## config.mk

```make
export PLATFORM = sky130hd
export DESIGN_NAME = param_funnel_shifter
export DESIGN_NICKNAME = d
export VERILOG_FILES = /design/src/rtl/param_funnel_shifter.sv
export SDC_FILE = /design/constraint.sdc
export NUM_CORES = 1
export LEC_CHECK = 0
export ABC_AREA = 1
export CORE_ASPECT_RATIO = 1.25
export CORE_MARGIN = 2
export CORE_UTILIZATION = 46
export CTS_CLUSTER_DIAMETER = 40
export DETAILED_ROUTE_END_ITERATION = 8
export HOLD_SLACK_MARGIN = 0.02
export PLACE_DENSITY = 0.71
export SYNTH_ARGS = -nofsm -noshare
export SYNTH_HDL_FRONTEND = slang
export SYNTH_SLANG_ARGS = --single-unit
```

## constraint.sdc

```tcl
create_clock -name clk -period 3.1 [get_ports clk]
set_input_delay 0.465 -clock clk [delete_from_list [all_inputs] [get_ports clk]]
set_output_delay 0.465 -clock clk [all_outputs]
set_load 0.02 [all_outputs]
```

## src/rtl/param_funnel_shifter.sv

```systemverilog
// param_funnel_shifter: a two-stage pipelined funnel/rotate shifter with
// valid/ready handshakes on both sides.
// Stage 1 captures the operands, the mode and the effective shift amount.
// Stage 2 captures the extracted W-bit window and the clamp flag.
// One log-stage barrel shifter serves all four modes:
//   - Right-hand modes shift the bit-reversed concatenation left.
//   - Rotate modes use {hi,hi} as the concatenation.
module param_funnel_shifter #(
    parameter int W = 10,
    localparam int AW = $clog2(W + 1)
) (
    input  logic          clk,
    input  logic          rst,
    input  logic          in_valid,
    output logic          in_ready,
    input  logic [W-1:0]  hi,
    input  logic [W-1:0]  lo,
    input  logic [AW-1:0] amt,
    input  logic [1:0]    mode,
    output logic          out_valid,
    input  logic          out_ready,
    output logic [W-1:0]  y,
    output logic          ovf
);

    // W always fits in AW bits because 2**AW >= W+1.
    localparam logic [AW-1:0] W_AMT = AW'(W);

    // Funnel modes saturate the amount at W: the window is then entirely one operand.
    function automatic logic [AW-1:0] clamp_amt(input logic [AW-1:0] a);
        return (a > W_AMT) ? W_AMT : a;
    endfunction

    // Rotate modes reduce the amount modulo W.
    // Since 2**(AW-1) <= W, any AW-bit value is below 2W, so one subtract suffices.
    function automatic logic [AW-1:0] wrap_amt(input logic [AW-1:0] a);
        return (a >= W_AMT) ? (a - W_AMT) : a;
    endfunction

    function automatic logic [2*W-1:0] reverse_2w(input logic [2*W-1:0] v);
        logic [2*W-1:0] r;
        for (int k = 0; k < 2 * W; k++) begin
            r[k] = v[2*W-1-k];
        end
        return r;
    endfunction

    // Upper-half window of (c << e), or lower-half window of (c >> e) when right=1.
    // A right shift is done as: reverse, shift left, take upper half, reverse back.
    function automatic logic [W-1:0] window_shift(input logic [2*W-1:0] c,
                                                  input logic [AW-1:0]  e,
                                                  input logic           right);
        logic [2*W-1:0] s;
        logic [W-1:0]   upper;
        logic [W-1:0]   r;
        s = right ? reverse_2w(c) : c;
        for (int k = 0; k < AW; k++) begin
            if (e[k]) begin
                s = s << (1 << k);
            end
        end
        upper = s[2*W-1:W];
        for (int k = 0; k < W; k++) begin
            r[k] = right ? upper[W-1-k] : upper[k];
        end
        return r;
    endfunction

    logic          adv1;
    logic          adv2;

    logic [AW-1:0] eamt_in;
    logic          ovf_in;

    logic          vld_p1_q, vld_p1_d;
    logic [W-1:0]  hi_p1_q, hi_p1_d;
    logic [W-1:0]  lo_p1_q, lo_p1_d;
    logic [1:0]    mode_p1_q, mode_p1_d;
    logic [AW-1:0] eamt_p1_q, eamt_p1_d;
    logic          ovf_p1_q, ovf_p1_d;

    logic [W-1:0]  y_calc;

    logic          vld_p2_q, vld_p2_d;
    logic [W-1:0]  y_p2_q, y_p2_d;
    logic          ovf_p2_q, ovf_p2_d;

    // A stage may load when it is empty or when its contents leave on the same edge.
    // in_ready depends only on register state and out_ready.
    assign adv2     = !vld_p2_q || out_ready;
    assign adv1     = !vld_p1_q || adv2;
    assign in_ready = adv1;

    assign out_valid = vld_p2_q;
    assign y         = y_p2_q;
    assign ovf       = ovf_p2_q;

    // Effective shift amount and clamp flag for the incoming request.
    always_comb begin
        eamt_in = wrap_amt(amt);
        ovf_in  = 1'b0;
        if (!mode[1]) begin
            eamt_in = clamp_amt(amt);
            ovf_in  = (amt > W_AMT);
        end
    end

    // Stage 1 next state: load a request on an input transfer, otherwise hold.
    always_comb begin
        vld_p1_d  = vld_p1_q;
        hi_p1_d   = hi_p1_q;
        lo_p1_d   = lo_p1_q;
        mode_p1_d = mode_p1_q;
        eamt_p1_d = eamt_p1_q;
        ovf_p1_d  = ovf_p1_q;
        if (adv1) begin
            vld_p1_d = in_valid;
            if (in_valid) begin
                hi_p1_d   = hi;
                lo_p1_d   = lo;
                mode_p1_d = mode;
                eamt_p1_d = eamt_in;
                ovf_p1_d  = ovf_in;
            end
        end
    end

    // Window extraction between the stages.
    // Rotates substitute hi for lo in the concatenation.
    always_comb begin
        y_calc = window_shift({hi_p1_q, (mode_p1_q[1] ? hi_p1_q : lo_p1_q)},
                              eamt_p1_q, mode_p1_q[0]);
    end

    // Stage 2 next state.
    // Results are captured only when valid, so y and ovf hold during backpressure and bubbles.
    always_comb begin
        vld_p2_d = vld_p2_q;
        y_p2_d   = y_p2_q;
        ovf_p2_d = ovf_p2_q;
        if (adv2) begin
            vld_p2_d = vld_p1_q;
            if (vld_p1_q) begin
                y_p2_d   = y_calc;
                ovf_p2_d = ovf_p1_q;
            end
        end
    end

    // Pipeline registers. Reset flushes both stages and clears all data.
    always_ff @(posedge clk or posedge rst) begin
        if (rst) begin
            vld_p1_q  <= 1'b0;
            hi_p1_q   <= '0;
            lo_p1_q   <= '0;
            mode_p1_q <= '0;
            eamt_p1_q <= '0;
            ovf_p1_q  <= 1'b0;
            vld_p2_q  <= 1'b0;
            y_p2_q    <= '0;
            ovf_p2_q  <= 1'b0;
        end else begin
            vld_p1_q  <= vld_p1_d;
            hi_p1_q   <= hi_p1_d;
            lo_p1_q   <= lo_p1_d;
            mode_p1_q <= mode_p1_d;
            eamt_p1_q <= eamt_p1_d;
            ovf_p1_q  <= ovf_p1_d;
            vld_p2_q  <= vld_p2_d;
            y_p2_q    <= y_p2_d;
            ovf_p2_q  <= ovf_p2_d;
        end
    end

endmodule

```

==> impl_metrics.tcl <==
set metrics [dict create \
    status "finished, final reports clean" \
    vdd_drop_max_v 0.000315 \
    placed_cell_area_mm2 0.00316 \
    min_path_type "reg -> reg" \
    numCtsBuffers 5 \
    max_slew.worst_pin.slew_ns 0.698 \
    fin_tns_setup_ns 0 \
    dr.pass1.iters 5 \
    n_fill_cell 594 \
    gr-total-overflow 0 \
    worstSetupStartpointType "flip-flop" \
    clk_pin_slew_ns 0.08 \
    drive_gt1_share_pct 3.46 \
    via_count 2879 \
    place_inst 520 \
    final-instance-count-excl-fill 528 \
    cp_max_fo 31 \
    synth_xor_area_share_pct 0 \
    die_y_um 90.2 \
    path_class "reg -> reg" \
    final_util_pct 56.2 \
    clk_latency_ns 0.29 \
    synthArstFlopShare_pct 100 \
    ios 43 \
    end_kind "flip-flop" \
    cts_htree_levels 2 \
    cts_sinks 40 \
    gp_congestion 0.904 \
    postCtsHoldBufs 0 \
    drv_slew 0 \
    cts_root_buffer "clkbuf_8" \
    detail-route-antenna-nets 0 \
    area_growth_pct 18.9 \
    synth_flop_cell "dfrtp_1" \
    synthMuxAreaShare_pct 0 \
    synth.avg_cell_area_um2 6.37 \
    cts_tree "yes" \
    holdWs_ns 0.479 \
    clockBufferDepth 2 \
    synth_top_family_by_area "simple AND/OR/NAND/NOR gates" \
    finClkSkew_ns 0.00436 \
    place.detailed.hpwl_um 5420 \
    drc 0 \
    max-cap-violations 0 \
    yosys.area.top_type "dfrtp_1" \
    die_x_um 72.9 \
    cts_setup_buffers 0 \
    hold_viol 0 \
    start_util_pct 47.3 \
    die_area_mm2 0.00657 \
    antenna_cells 0 \
    grt_pass1_wl_um 11700 \
    synth_fa_ha_area_share_pct 0.458 \
    row_count 31 \
    final_nets 492 \
    cellPowerDensity_mw_per_mm2 644 \
    maxSlewHeadroom_pct 53.5 \
    grt_max_degree 33 \
    post_synth_and_or_nand_nor_area_fraction_pct 50.1 \
    synth_cells 429 \
    vias_per_cell 5.45 \
    finalCritPeriodShare_pct 70.3 \
    grt_antenna_before_repair 0 \
    ys_types 21 \
    syn_nets 460 \
    yosysWarnings 0 \
    max_freq_mhz 459 \
    worstPathArrival_ns 2.36 \
    drt_iter0_markers 154 \
    synth_seq_cells 40 \
    wire_per_inst_um 13.1 \
    syn_area_mm2 0.00273 \
    track_usage_pct 22.2 \
    coreArea_mm2 0.00578 \
    grt_pass1_vias 2553 \
    cts_resized 0 \
    min_period_ns 2.18 \
    synth_area_leaders "dfrtp_1, nand3_1, nand2_1" \
    synth_top_area_share_pct 36.6 \
    synth-edff-count 0 \
    synth_compound_gate_area_share_pct 4.40 \
    synth_seq_area_share_pct 36.6 \
    power_leakage_nw 1.64 \
    stdcell_area_mm2 0.00325 \
    setup_viol 0 \
    port_buffers 42 \
    wl_um 6910 \
    required_ns 3.29 \
    rsz0062_at_grt "no" \
]
-- cells in the mapped netlist (2+ instances only) --
| cell | n |
|---|---|
| a21oi_1 | 2 |
| buf_1 | 4 |
| buf_2 | 7 |
| buf_6 | 2 |
| clkbuf_1 | 8 |
| clkinv_1 | 2 |
| dfrtp_1 | 40 |
| inv_1 | 26 |
| inv_2 | 4 |
| nand2_1 | 155 |
| nand3_1 | 151 |
| nor2_1 | 3 |
| o21ai_0 | 15 |
| o22ai_1 | 3 |
-- worst max-delay path: stages (launching register included) --
cell and delay, ns:
dfrtp_1 0.36, buf_4 0.23, inv_2 0.42, nand3_1 0.18
nand3_1 0.16, nand3_1 0.19, nand3_1 0.15, nand2_1 0.05
inv_1 0.07, nand3_1 0.09, nand3_1 0.11, nand2_1 0.05
-- state kept, by name, summed over array words and instances (netlist names) --
register	count
y	10
lo_p1_q	10
mode_p1_q	2
out_valid	1
hi_p1_q	10
ovf_p1_q	1
ovf	1
eamt_p1_q	4
vld_p1_q	1
-- layer usage --
metal / share of wire (%) / global-route usage (%) / vias up
met5: 0 / 0 / -
met1: 44 / 29.5 / 1303
met2: 51 / 37.7 / 74
met4: 1.2 / 4.32 / 0
li1: - / - / 1492
met3: 3.6 / 3.48 / 10
-- stage by stage --
stage / total power, mW / setup WS [ns]
4_1_cts: 2.11 / 0.921
3_5_place_dp: 1.76 / 0.923
2_1_floorplan: 1.43 / 1.47
6_report: 2.09 / 0.922
5_1_grt: 2.27 / 0.719
3_3_place_gp: 1.75 / 0.929
-- layout by cell type (no fill, tap or decap) --
cell type and instances:
nor2_1 3, o22ai_1 3, o21ai_0 15, clkinv_4 1, nand2_2 1, nand4_1 1
clkbuf_1 2, buf_4 5, clkinv_1 2, clkbuf_8 5, o311ai_0 1, dfrtp_1 40
nand3_1 151, clkdlybuf4s50_1 42, nand2_1 155, ha_1 1, inv_1 26, o21a_1 1
a21oi_1 2, nor4_1 1, inv_2 4
-- cells by family after synthesis --
kind of cell,after synthesis
AND/OR/NAND/NOR,312
buffers and inverters,54
flip-flops,40
AO/OA/AOI/OAI,22
adder cells (fa/ha/maj),1
-- area by class of cell --
| cell class | instances | area (µm²) | share of cell area [%] |
|---|---|---|---|
| Multi-Input combinational cell | 335 | 1500 | 46.2 |
| Sequential cell | 40 | 1000 | 30.8 |
| Tap cell | 66 | 82.6 | 2.54 |
| Inverter | 32 | 120 | 3.70 |
| Clock inverter | 1 | 8.76 | 0.270 |
| Timing Repair Buffer | 47 | 458 | 14.1 |
| Clock buffer | 7 | 76.3 | 2.35 |
-- path summary, 6_finish.rpt --
path | from | end | slack (ns) | cells past startpoint
worst min register to register | y[8] | y[8] | 0.48 | 2
min in group asynchronous | rst | lo_p1_q[0] | 0.55 | 2
worst max-delay path | mode_p1_q[0] | y[6] | 0.92 | 11
worst min-delay path | y[8] | y[8] | 0.48 | 2
max in group asynchronous | rst | lo_p1_q[4] | 1.93 | 3
worst max register to register | mode_p1_q[0] | y[6] | 0.92 | 11
-- power by group --
group	internal [mW]	leakage, nW	switching, mW	total [mW]
Combinational	0.393	1.11	0.624	1.02
Sequential	0.642	0.488	0.0886	0.731
Clock	0.161	0.0424	0.183	0.344
(Power assumes the default switching activity.)
